===== config.mk =====
export PLATFORM = sky130hd
export DESIGN_NAME = pll_dyn_ctrl_flat
export DESIGN_NICKNAME = d
export VERILOG_FILES = /design/src/rtl/pll_dyn_ctrl_if.sv /design/src/rtl/pll_dyn_ctrl.sv /design/src/flat_wrapper.sv
export SDC_FILE = /design/constraint.sdc
export NUM_CORES = 1
export LEC_CHECK = 0
export CAP_MARGIN = 20
export CORE_MARGIN = 2
export CORE_UTILIZATION = 54
export DETAILED_ROUTE_END_ITERATION = 8
export HOLD_SLACK_MARGIN = 0.02
export PLACE_DENSITY_LB_ADDON = 0.05
export SLEW_MARGIN = 40
export SYNTH_ARGS = -nofsm -noshare
export SYNTH_HDL_FRONTEND = slang
export SYNTH_SLANG_ARGS = --single-unit

===== constraint.sdc =====
create_clock -name REFERENCECLK -period 2.97 [get_ports REFERENCECLK]
set_input_delay 0.297 -clock REFERENCECLK [delete_from_list [all_inputs] [get_ports REFERENCECLK]]
set_output_delay 0.297 -clock REFERENCECLK [all_outputs]
set_load 0.005 [all_outputs]

===== src/rtl/pll_dyn_ctrl_if.sv =====
// ---------------------------------------------------------------------------
// pll_dyn_ctrl_if
//
// Host-side bundle of the PLL dynamic-delay controller: the delay update
// req/ack handshake plus the status/clear signals the host observes.
//
// Signals:
//   DELAY_REQ   host -> ctrl  request to load DELAY_VAL; held until DELAY_ACK
//   DELAY_VAL   host -> ctrl  requested feedback delay, stable while DELAY_REQ
//   CLR_STATUS  host -> ctrl  clears the sticky LOCK_LOST flag
//   DELAY_ACK   ctrl -> host  one-cycle pulse, coincident with the delay update
//   READY       ctrl -> host  PLL locked and qualified
//   LOCK_LOST   ctrl -> host  sticky: lock dropped while running
//   RETRY_CNT   ctrl -> host  failed lock attempts since reset (saturating)
//   FAIL        ctrl -> host  retry budget exhausted; terminal until reset
//
// Modports: master = host side, slave = controller side.
// ---------------------------------------------------------------------------
interface pll_dyn_ctrl_if;
    logic       DELAY_REQ;
    logic [7:0] DELAY_VAL;
    logic       CLR_STATUS;
    logic       DELAY_ACK;
    logic       READY;
    logic       LOCK_LOST;
    logic [7:0] RETRY_CNT;
    logic       FAIL;

    modport master (
        output DELAY_REQ,
        output DELAY_VAL,
        output CLR_STATUS,
        input  DELAY_ACK,
        input  READY,
        input  LOCK_LOST,
        input  RETRY_CNT,
        input  FAIL
    );

    modport slave (
        input  DELAY_REQ,
        input  DELAY_VAL,
        input  CLR_STATUS,
        output DELAY_ACK,
        output READY,
        output LOCK_LOST,
        output RETRY_CNT,
        output FAIL
    );
endinterface


===== src/rtl/pll_dyn_ctrl.sv =====
// ---------------------------------------------------------------------------
// pll_dyn_ctrl
//
// Control-side companion for an iCE40 SB_PLL40_CORE running with dynamic
// feedback delay. Runs on the PLL reference clock so it works before lock.
// Sequences the PLL active-low reset, waits for LOCK with a timeout,
// qualifies lock over a stability window, retries on failure up to a limit,
// and applies host delay updates with a req/ack handshake followed by a
// fresh lock qualification.
//
// Ports:
//   REFERENCECLK      in   controller clock (PLL reference clock)
//   RESET             in   synchronous, active-high reset
//   PLL_LOCK          in   raw LOCK from the PLL (asynchronous)
//   PLL_RESETB        out  PLL RESET pin, active-low
//   PLL_DYNAMICDELAY  out  PLL DYNAMICDELAY bus
//   host              slave modport of pll_dyn_ctrl_if (handshake + status)
// ---------------------------------------------------------------------------
module pll_dyn_ctrl #(
    parameter int         RST_CYCLES    = 16,
    parameter int         LOCK_TIMEOUT  = 4096,
    parameter int         STABLE_CYCLES = 64,
    parameter int         MAX_RETRIES   = 8,
    parameter logic [7:0] DELAY_INIT    = 8'h00
) (
    input  logic          REFERENCECLK,
    input  logic          RESET,
    input  logic          PLL_LOCK,
    output logic          PLL_RESETB,
    output logic [7:0]    PLL_DYNAMICDELAY,
    pll_dyn_ctrl_if.slave host
);

    // One shared counter covers the reset hold, the lock timeout and the
    // stability window; it is sized for the longest of the three.
    localparam int CNT_MAX_A = (RST_CYCLES > STABLE_CYCLES) ? RST_CYCLES : STABLE_CYCLES;
    localparam int CNT_MAX   = (CNT_MAX_A > LOCK_TIMEOUT) ? CNT_MAX_A : LOCK_TIMEOUT;
    localparam int CNT_W     = (CNT_MAX > 1) ? $clog2(CNT_MAX) : 1;

    localparam logic [CNT_W-1:0] CNT_ZERO    = '0;
    localparam logic [CNT_W-1:0] CNT_ONE     = CNT_W'(1);
    localparam logic [CNT_W-1:0] RST_LAST    = CNT_W'(RST_CYCLES - 1);
    localparam logic [CNT_W-1:0] WAIT_LAST   = CNT_W'(LOCK_TIMEOUT - 1);
    localparam logic [CNT_W-1:0] SETTLE_LAST = CNT_W'(STABLE_CYCLES - 1);
    localparam logic [7:0]       RETRY_LIMIT = 8'(MAX_RETRIES);

    typedef enum logic [2:0] {
        S_RST,
        S_WAIT,
        S_SETTLE,
        S_RUN,
        S_FAIL
    } state_e;

    state_e           state_q;
    logic [CNT_W-1:0] cnt_q;
    logic             lock_meta_q;
    logic             lock_s_q;
    logic             resetb_q;
    logic [7:0]       delay_q;
    logic             ack_q;
    logic             ready_q;
    logic             lost_q;
    logic [7:0]       retry_q;
    logic             fail_q;

    // Saturating increment of the retry counter, used on a lock timeout.
    logic [7:0]       retry_d;

    assign retry_d = (retry_q == 8'hFF) ? retry_q : (retry_q + 8'd1);

    assign PLL_RESETB       = resetb_q;
    assign PLL_DYNAMICDELAY = delay_q;
    assign host.DELAY_ACK   = ack_q;
    assign host.READY       = ready_q;
    assign host.LOCK_LOST   = lost_q;
    assign host.RETRY_CNT   = retry_q;
    assign host.FAIL        = fail_q;

    always_ff @(posedge REFERENCECLK) begin
        if (RESET) begin
            state_q     <= S_RST;
            cnt_q       <= CNT_ZERO;
            lock_meta_q <= 1'b0;
            lock_s_q    <= 1'b0;
            resetb_q    <= 1'b0;
            delay_q     <= DELAY_INIT;
            ack_q       <= 1'b0;
            ready_q     <= 1'b0;
            lost_q      <= 1'b0;
            retry_q     <= 8'd0;
            fail_q      <= 1'b0;
        end else begin
            // PLL_LOCK is asynchronous to the reference clock.
            lock_meta_q <= PLL_LOCK;
            lock_s_q    <= lock_meta_q;

            ack_q <= 1'b0;

            // A lock-loss set later in this block overrides the clear.
            if (host.CLR_STATUS) begin
                lost_q <= 1'b0;
            end

            case (state_q)
                S_RST: begin
                    resetb_q <= 1'b0;
                    ready_q  <= 1'b0;
                    if (cnt_q == RST_LAST) begin
                        state_q  <= S_WAIT;
                        cnt_q    <= CNT_ZERO;
                        resetb_q <= 1'b1;
                    end else begin
                        cnt_q <= cnt_q + CNT_ONE;
                    end
                end

                S_WAIT: begin
                    // Lock takes priority over a coincident timeout.
                    if (lock_s_q) begin
                        state_q <= S_SETTLE;
                        cnt_q   <= CNT_ZERO;
                    end else if (cnt_q == WAIT_LAST) begin
                        retry_q  <= retry_d;
                        cnt_q    <= CNT_ZERO;
                        resetb_q <= 1'b0;
                        if (retry_d >= RETRY_LIMIT) begin
                            state_q <= S_FAIL;
                            fail_q  <= 1'b1;
                        end else begin
                            state_q <= S_RST;
                        end
                    end else begin
                        cnt_q <= cnt_q + CNT_ONE;
                    end
                end

                S_SETTLE: begin
                    // A lock drop here restarts the timeout but is not a retry.
                    if (!lock_s_q) begin
                        state_q <= S_WAIT;
                        cnt_q   <= CNT_ZERO;
                    end else if (cnt_q == SETTLE_LAST) begin
                        state_q <= S_RUN;
                        cnt_q   <= CNT_ZERO;
                        ready_q <= 1'b1;
                    end else begin
                        cnt_q <= cnt_q + CNT_ONE;
                    end
                end

                S_RUN: begin
                    // Lock loss beats a pending delay request; the request
                    // remains held by the host and is serviced after re-lock.
                    if (!lock_s_q) begin
                        state_q  <= S_RST;
                        cnt_q    <= CNT_ZERO;
                        resetb_q <= 1'b0;
                        ready_q  <= 1'b0;
                        lost_q   <= 1'b1;
                    end else if (host.DELAY_REQ) begin
                        state_q <= S_SETTLE;
                        cnt_q   <= CNT_ZERO;
                        delay_q <= host.DELAY_VAL;
                        ack_q   <= 1'b1;
                        ready_q <= 1'b0;
                    end
                end

                S_FAIL: begin
                    resetb_q <= 1'b0;
                    ready_q  <= 1'b0;
                    fail_q   <= 1'b1;
                end

                default: begin
                    state_q  <= S_RST;
                    cnt_q    <= CNT_ZERO;
                    resetb_q <= 1'b0;
                    ready_q  <= 1'b0;
                end
            endcase
        end
    end

    // The handshake never acknowledges on back-to-back cycles, and a failed
    // controller keeps the PLL in reset.
    a_ack_single: assert property (@(posedge REFERENCECLK) disable iff (RESET)
        ack_q |=> !ack_q);
    a_fail_holds_reset: assert property (@(posedge REFERENCECLK) disable iff (RESET)
        fail_q |-> !resetb_q);

endmodule


===== src/flat_wrapper.sv =====
// flat-port wrapper written by rule: the top's interface ports become plain ports
module pll_dyn_ctrl_flat 
#(
    parameter int         RST_CYCLES    = 16,
    parameter int         LOCK_TIMEOUT  = 4096,
    parameter int         STABLE_CYCLES = 64,
    parameter int         MAX_RETRIES   = 8,
    parameter logic [7:0] DELAY_INIT    = 8'h00
)
  (REFERENCECLK, RESET, PLL_LOCK, PLL_RESETB, PLL_DYNAMICDELAY, host_DELAY_REQ, host_DELAY_VAL, host_CLR_STATUS, host_DELAY_ACK, host_READY, host_LOCK_LOST, host_RETRY_CNT, host_FAIL);
  pll_dyn_ctrl_if host_i ();
  input  logic REFERENCECLK;
  input  logic RESET;
  input  logic PLL_LOCK;
  output logic PLL_RESETB;
  output logic [7:0] PLL_DYNAMICDELAY;
  input wire logic [$bits(host_i.DELAY_REQ)-1:0] host_DELAY_REQ;
  input wire logic [$bits(host_i.DELAY_VAL)-1:0] host_DELAY_VAL;
  input wire logic [$bits(host_i.CLR_STATUS)-1:0] host_CLR_STATUS;
  output wire logic [$bits(host_i.DELAY_ACK)-1:0] host_DELAY_ACK;
  output wire logic [$bits(host_i.READY)-1:0] host_READY;
  output wire logic [$bits(host_i.LOCK_LOST)-1:0] host_LOCK_LOST;
  output wire logic [$bits(host_i.RETRY_CNT)-1:0] host_RETRY_CNT;
  output wire logic [$bits(host_i.FAIL)-1:0] host_FAIL;
  assign host_i.DELAY_REQ = host_DELAY_REQ;
  assign host_i.DELAY_VAL = host_DELAY_VAL;
  assign host_i.CLR_STATUS = host_CLR_STATUS;
  assign host_DELAY_ACK = host_i.DELAY_ACK;
  assign host_READY = host_i.READY;
  assign host_LOCK_LOST = host_i.LOCK_LOST;
  assign host_RETRY_CNT = host_i.RETRY_CNT;
  assign host_FAIL = host_i.FAIL;
  pll_dyn_ctrl #(.RST_CYCLES(RST_CYCLES), .LOCK_TIMEOUT(LOCK_TIMEOUT), .STABLE_CYCLES(STABLE_CYCLES), .MAX_RETRIES(MAX_RETRIES), .DELAY_INIT(DELAY_INIT)) u_core (.REFERENCECLK(REFERENCECLK), .RESET(RESET), .PLL_LOCK(PLL_LOCK), .PLL_RESETB(PLL_RESETB), .PLL_DYNAMICDELAY(PLL_DYNAMICDELAY), .host(host_i));
endmodule

Yosys cells after proc, flatten, opt, wreduce, memory -nomap -nowiden
Cells that the tools add are included.

word-level totals
  input bits = 13
  bits in registers = 38
  output and inout port bits = 21
  logic and storage cells = 83

cells by class
  equality and inequality tests = 18
  reduce and logical (&&, ||, !) cells = 10
  mux-type cells = 36
  magnitude comparators = 1
  bitwise gates (word level) = 5
  $add $sub $neg = 2

operators by type and width
  kind                     count
  $mux W12                 7
  $pmux W12 S5             1
  $mux W3                  8
  $mux W1                  15
  $pmux W3 S5              1
  $add A12 B1 Y12 const B  1
  $eq A12 B12 Y1 const B   1
  $eq A12 B4 Y1 const B    1
  $eq A12 B6 Y1 const B    1
  $reduce_and A4 Y1        3
  $ne A2 B1 Y1 const B     5
  $add A8 B1 Y8 const B    1
  $eq A8 B8 Y1 const B     1
  $ge A8 B4 Y1 const B     1
  $mux W8                  1
  $eq A3 B2 Y1 const B     2
  $ne A3 B3 Y1 const B     2
  $reduce_and A3 Y1        2
  $not A1 Y1               5
  $reduce_and A5 Y1        1
  $ne A2 B2 Y1 const B     2
  $pmux W1 S4              1
  $eq A3 B1 Y1 const B     1
  $eq A3 B3 Y1 const B     1
  other kinds (7)          7

Logic depth before layout (Yosys ltp)
  depth after elaboration = 7
  depth in mapped cells = 8
  mapped depth without buffers = 6

Least setup slack after synthesis
OpenSTA, ideal clock, no wires.

  path kind = reg2reg
  from = register u_core.cnt_q[0]
  to = register u_core.retry_q[6], in the netlist u_core.host.RETRY_CNT[6]
  stages on the path, launching flop included = 8
  library setup time = 131 ps
  path slack = 1215 ps
  data required time = 2839 ps
  clock period less this slack = 1755 ps
  buffers on the path = 1
  arrival time = 1624 ps
  cells stage by stage = dfxtp_1 -> ha_1 -> nand3_2 -> nor4_4 -> and2_4 -> buf_12 -> nor3b_2 -> a211oi_2

on the way
  longest elaborated chain between the ends = 2

ends and longest elaborated chain
  what                         RTL line             source
  from (decl)                  pll_dyn_ctrl.sv:56   logic [CNT_W-1:0] cnt_q;
  from (signal assigned)       pll_dyn_ctrl.sv:114  cnt_q <= cnt_q + CNT_ONE;
  from (signal assigned)       pll_dyn_ctrl.sv:134  cnt_q <= cnt_q + CNT_ONE;
  from (signal assigned)       pll_dyn_ctrl.sv:148  cnt_q <= cnt_q + CNT_ONE;
  $eq A12 B12 Y1               pll_dyn_ctrl.sv:123  end else if (cnt_q == WAIT_LAST) begin
  $reduce_and A3 Y1 (no line)  -
  to (signal assigned)         pll_dyn_ctrl.sv:124  retry_q <= retry_d;
  to (decl)                    pll_dyn_ctrl.sv:64   logic [7:0] retry_q;

No other way between the ends.
A chain may end at the register's enable or synchronous reset.

Final worst setup path
  from = register u_core.cnt_q[0]
  to = register u_core.state_q[0]

on the way
  longest elaborated chain between the ends = 3
  elaborated cells between the ends (all ways) = 7
  classes of those cells = eq/ne: 6; reduce/logical: 1

ends and longest elaborated chain
  what                                            RTL line             source
  $eq A12 B6 Y1 (tied with other cells)           pll_dyn_ctrl.sv:143  end else if (cnt_q == SETTLE_LAST) begin
  $ne A3 B3 Y1 (no line) (tied with other cells)  -
  $reduce_and A5 Y1 (no line) (*)                 -
  to (signal assigned)                            pll_dyn_ctrl.sv:141  state_q <= S_WAIT;
  to (signal assigned)                            pll_dyn_ctrl.sv:144  state_q <= S_RUN;
  to (signal assigned)                            pll_dyn_ctrl.sv:156  state_q <= S_RST;
  to (decl)                                       pll_dyn_ctrl.sv:55   state_e state_q;

Mark *: on every way between the ends. The rest lies on a longest branch, timed or not.

==> metrics <==
result of the run=finished clean; share of the yosys chip area belonging to registers=0.360; Bufs and invs on worst path=0; summed negative setup slack over all endpoints=0 ps; total via count in the routed design=1766; synthesized net count=244; highest fanout seen on the critical path=6; post-CTS setup buffer count=0; area added between synthesis and finish=16.6%; Num CTS Buffers=5; fillcell total=320; Psw=0.371 mW; cell type with the highest aggregate area in the netlist=sky130_fd_sc_hd__dfxtp_1; die boundary width=66.5 um; height of the die=66.5 um; average wire per standard cell=14.3 um; Clk pwr share=0.276; clock tree skew after final layout=4.09 ps; area of the core=0.00372 sq mm; Placed Instances=295; overall overflow remaining after global route=0; Flop pwr share=0.500; biggest cell delay along the critical path=410 ps; buffer levels on the longest clock path=2; RSZ-0062 raised after global routing=no; f_max=511 MHz; net count of the finished layout=269; diode count=0; number of sinks driven by the clock tree=38; total iterations of the first detailed-routing run=4; arrival time at the worst endpoint=2110 ps; measured slew at the worst slew-check pin=625 ps; Overall Global Routing Usage=0.218; largest voltage drop on the vdd net=0.333 mV; I/O pins=34; timing startpoint of the critical path=u_core.cnt_q[0]; total detailed-routing wirelength=4310 um; Min-Delay Startpoint=u_core.lock_meta_q; post-route minimum period=1960 ps; clock latency reported for the late side of the worst-skew pair=280 ps; Max-cap violations=0; clock transition at the register clock pins on the worst setup and hold paths after CTS=70 ps; Relative slew margins=0.582; Gates resized, CTS repair=0; number of hold buffers added after cts=0; floorplan die area=0.00443 sq mm; Hold Path Class=reg2reg; Post-route DRC=0; period utilization=0.659; number of global-route vias before repair=1608; CTS Root Cell=sky130_fd_sc_hd__clkbuf_8; overall power of the completed layout=1.18 mW; mapped cell area=0.00211 sq mm; endpoint kind of the worst setup timing path=flop; Post-Route Utilization=0.663; number of warnings reported in the yosys synthesis log=0; family with the most delay on the worst path=simple AND/OR/NAND/NOR gates; Hold Fails Final Rpt=0; top-area cell type share of the netlist area=0.360; net switching fraction of the power=0.314; clock tree from TritonCTS=built; number of enable flip-flop cells after synthesis=0; P_leak=0.906 nW; share of power burned in combinational logic=0.224; final max-slew violation count=0; startpoint of the most critical register-to-register path=u_core.cnt_q[0]; critical path cell sequence=ha_1 > nand3_2 > nor4_4 > nor2b_2 > o31ai_4 > o32ai_2; cell with the biggest individual delay on the critical path=sky130_fd_sc_hd__nor4_4; Mapped Cells=229; type of the worst setup path=reg2reg; data required time of the worst path=3120 ps; number of nets still failing antenna checks after routing=0; flip-flop and latch count after synthesis=38; most area-consuming cells after synthesis=sky130_fd_sc_hd__dfxtp_1 (36%), sky130_fd_sc_hd__nor2_1 (4.4%), sky130_fd_sc_hd__mux2i_1 (4.3%), sky130_fd_sc_hd__a21oi_1 (3.1%), sky130_fd_sc_hd__nand2_1 (3.0%); pin count of the biggest net entering global routing=31; global-route wire length before repair=7500 um; level count of the clock H-tree=2; async set-reset flop share out of synthesis=0; Power Density=480 mW/mm^2; CP startpoint kind=flop; worst slack after detailed placement=1020 ps; Detailed Route Iter0 Violations=137; sum of net half-perimeters after detailed placement=3080 um; Internal Power=0.811 mW; routability congestion estimate=0.899; Final setup viols=0; quantity of I/O buffers inserted on ports=33; number of antenna violations at the first check in global routing=0; post-synthesis area per instance=9.22 sq um; count of different cell masters after synthesis=67; synth cell count leaders=sky130_fd_sc_hd__dfxtp_1 (38), sky130_fd_sc_hd__nor2_1 (25), sky130_fd_sc_hd__nand2_1 (17); effective utilization at floorplan=0.568; Finished Layout Cells=302; final worst-path setup slack=1010 ps; Placement Rows=22; commonest register cell after synthesis=sky130_fd_sc_hd__dfxtp_1; proportion of layout cells with a drive suffix above 1=0.150; Via-to-Cell Ratio=5.85; most used standard cell by instance count after synthesis=sky130_fd_sc_hd__dfxtp_1
-- sequential cells by signal (all words and copies together), names as in the netlist --
register                 count
u_core.cnt_q                12
u_core.PLL_DYNAMICDELAY      8
u_core.host.RETRY_CNT        8
u_core.state_q               3
u_core.PLL_RESETB            1
u_core.host.DELAY_ACK        1
u_core.host.FAIL             1
u_core.host.LOCK_LOST        1
u_core.host.READY            1
u_core.lock_meta_q           1
u_core.lock_s_q              1
-- power by group through the flow --
stage | clock network, mW | registers, mW | logic, mW
detailed placement | 0 | 0.600 | 0.262
floorplan | 0 | 0.569 | 0.226
finish | 0.327 | 0.591 | 0.265
global placement | 0 | 0.600 | 0.261
global route | 0.353 | 0.598 | 0.300
CTS | 0.334 | 0.589 | 0.264
-- layer usage --
metal	vias up	wire length, um	GRT usage
li1	878	-	-
met1	812	2030	0.303
met2	70	1950	0.330
met3	6	289	0.0473
met4	0	40	0.0765
met5	-	0	0
-- stage by stage --
step | instance area, sq um | hold slack, ps
final | 2460 | 441
after detailed placement | 2380 | 430
after floorplan | 2110 | 414
after global placement | 2380 | 417
after CTS | 2460 | 447
after global routing | 2460 | 465
-- logic make-up after synthesis --
group	share of synthesized area
muxes	0.0427
adders and majority gates	0.0118
AOI/OAI and AO/OA	0.212
buffers and inverters	0.0699
and+or+nand+nor	0.270
xor gates and xnor gates	0.0332
DFF	0.360
-- worst register-to-register path: cells and delay by family, from the launching register on --
kind            cells  cell delay (ps)
compound gates      2              480
fa+ha+maj           1              240
flops               1              390
simple gates        3              720
-- layout by cell type, fill, tap and decap left out, types with 4 or more instances in the layout --
cell type                         count
sky130_fd_sc_hd__nor2_1              25
sky130_fd_sc_hd__a311oi_2             4
sky130_fd_sc_hd__clkbuf_8             5
sky130_fd_sc_hd__inv_1                5
sky130_fd_sc_hd__xnor2_1              5
sky130_fd_sc_hd__a211oi_1             4
sky130_fd_sc_hd__nor3_1               6
sky130_fd_sc_hd__nand2_1             17
sky130_fd_sc_hd__clkdlybuf4s50_1     33
sky130_fd_sc_hd__and3_1               5
sky130_fd_sc_hd__dfxtp_1             38
sky130_fd_sc_hd__nand3_1              6
sky130_fd_sc_hd__nor2b_1              6
sky130_fd_sc_hd__o21ai_0              6
sky130_fd_sc_hd__mux2i_1              9
sky130_fd_sc_hd__nand4_1              6
sky130_fd_sc_hd__a21oi_1             13
-- worst paths after layout --
kind / cells past startpoint / to / slack (ps)
max reg2reg: 6 / u_core.state_q[0] / 1010
min: 1 / u_core.lock_s_q / 440
max: 6 / u_core.state_q[0] / 1010
min reg2reg: 1 / u_core.lock_s_q / 440
-- cell type report --
class	instances	area, sq um	area share
multi-input cells	169	1200	0.489
flip-flops and latches	38	761	0.309
repair buffers	34	338	0.137
clock buffers	5	68.8	0.0279
well taps	48	60.1	0.0244
inverters	6	22.5	0.00914
clock inverters	2	10.0	0.00406
(Power assumes the default switching activity.)
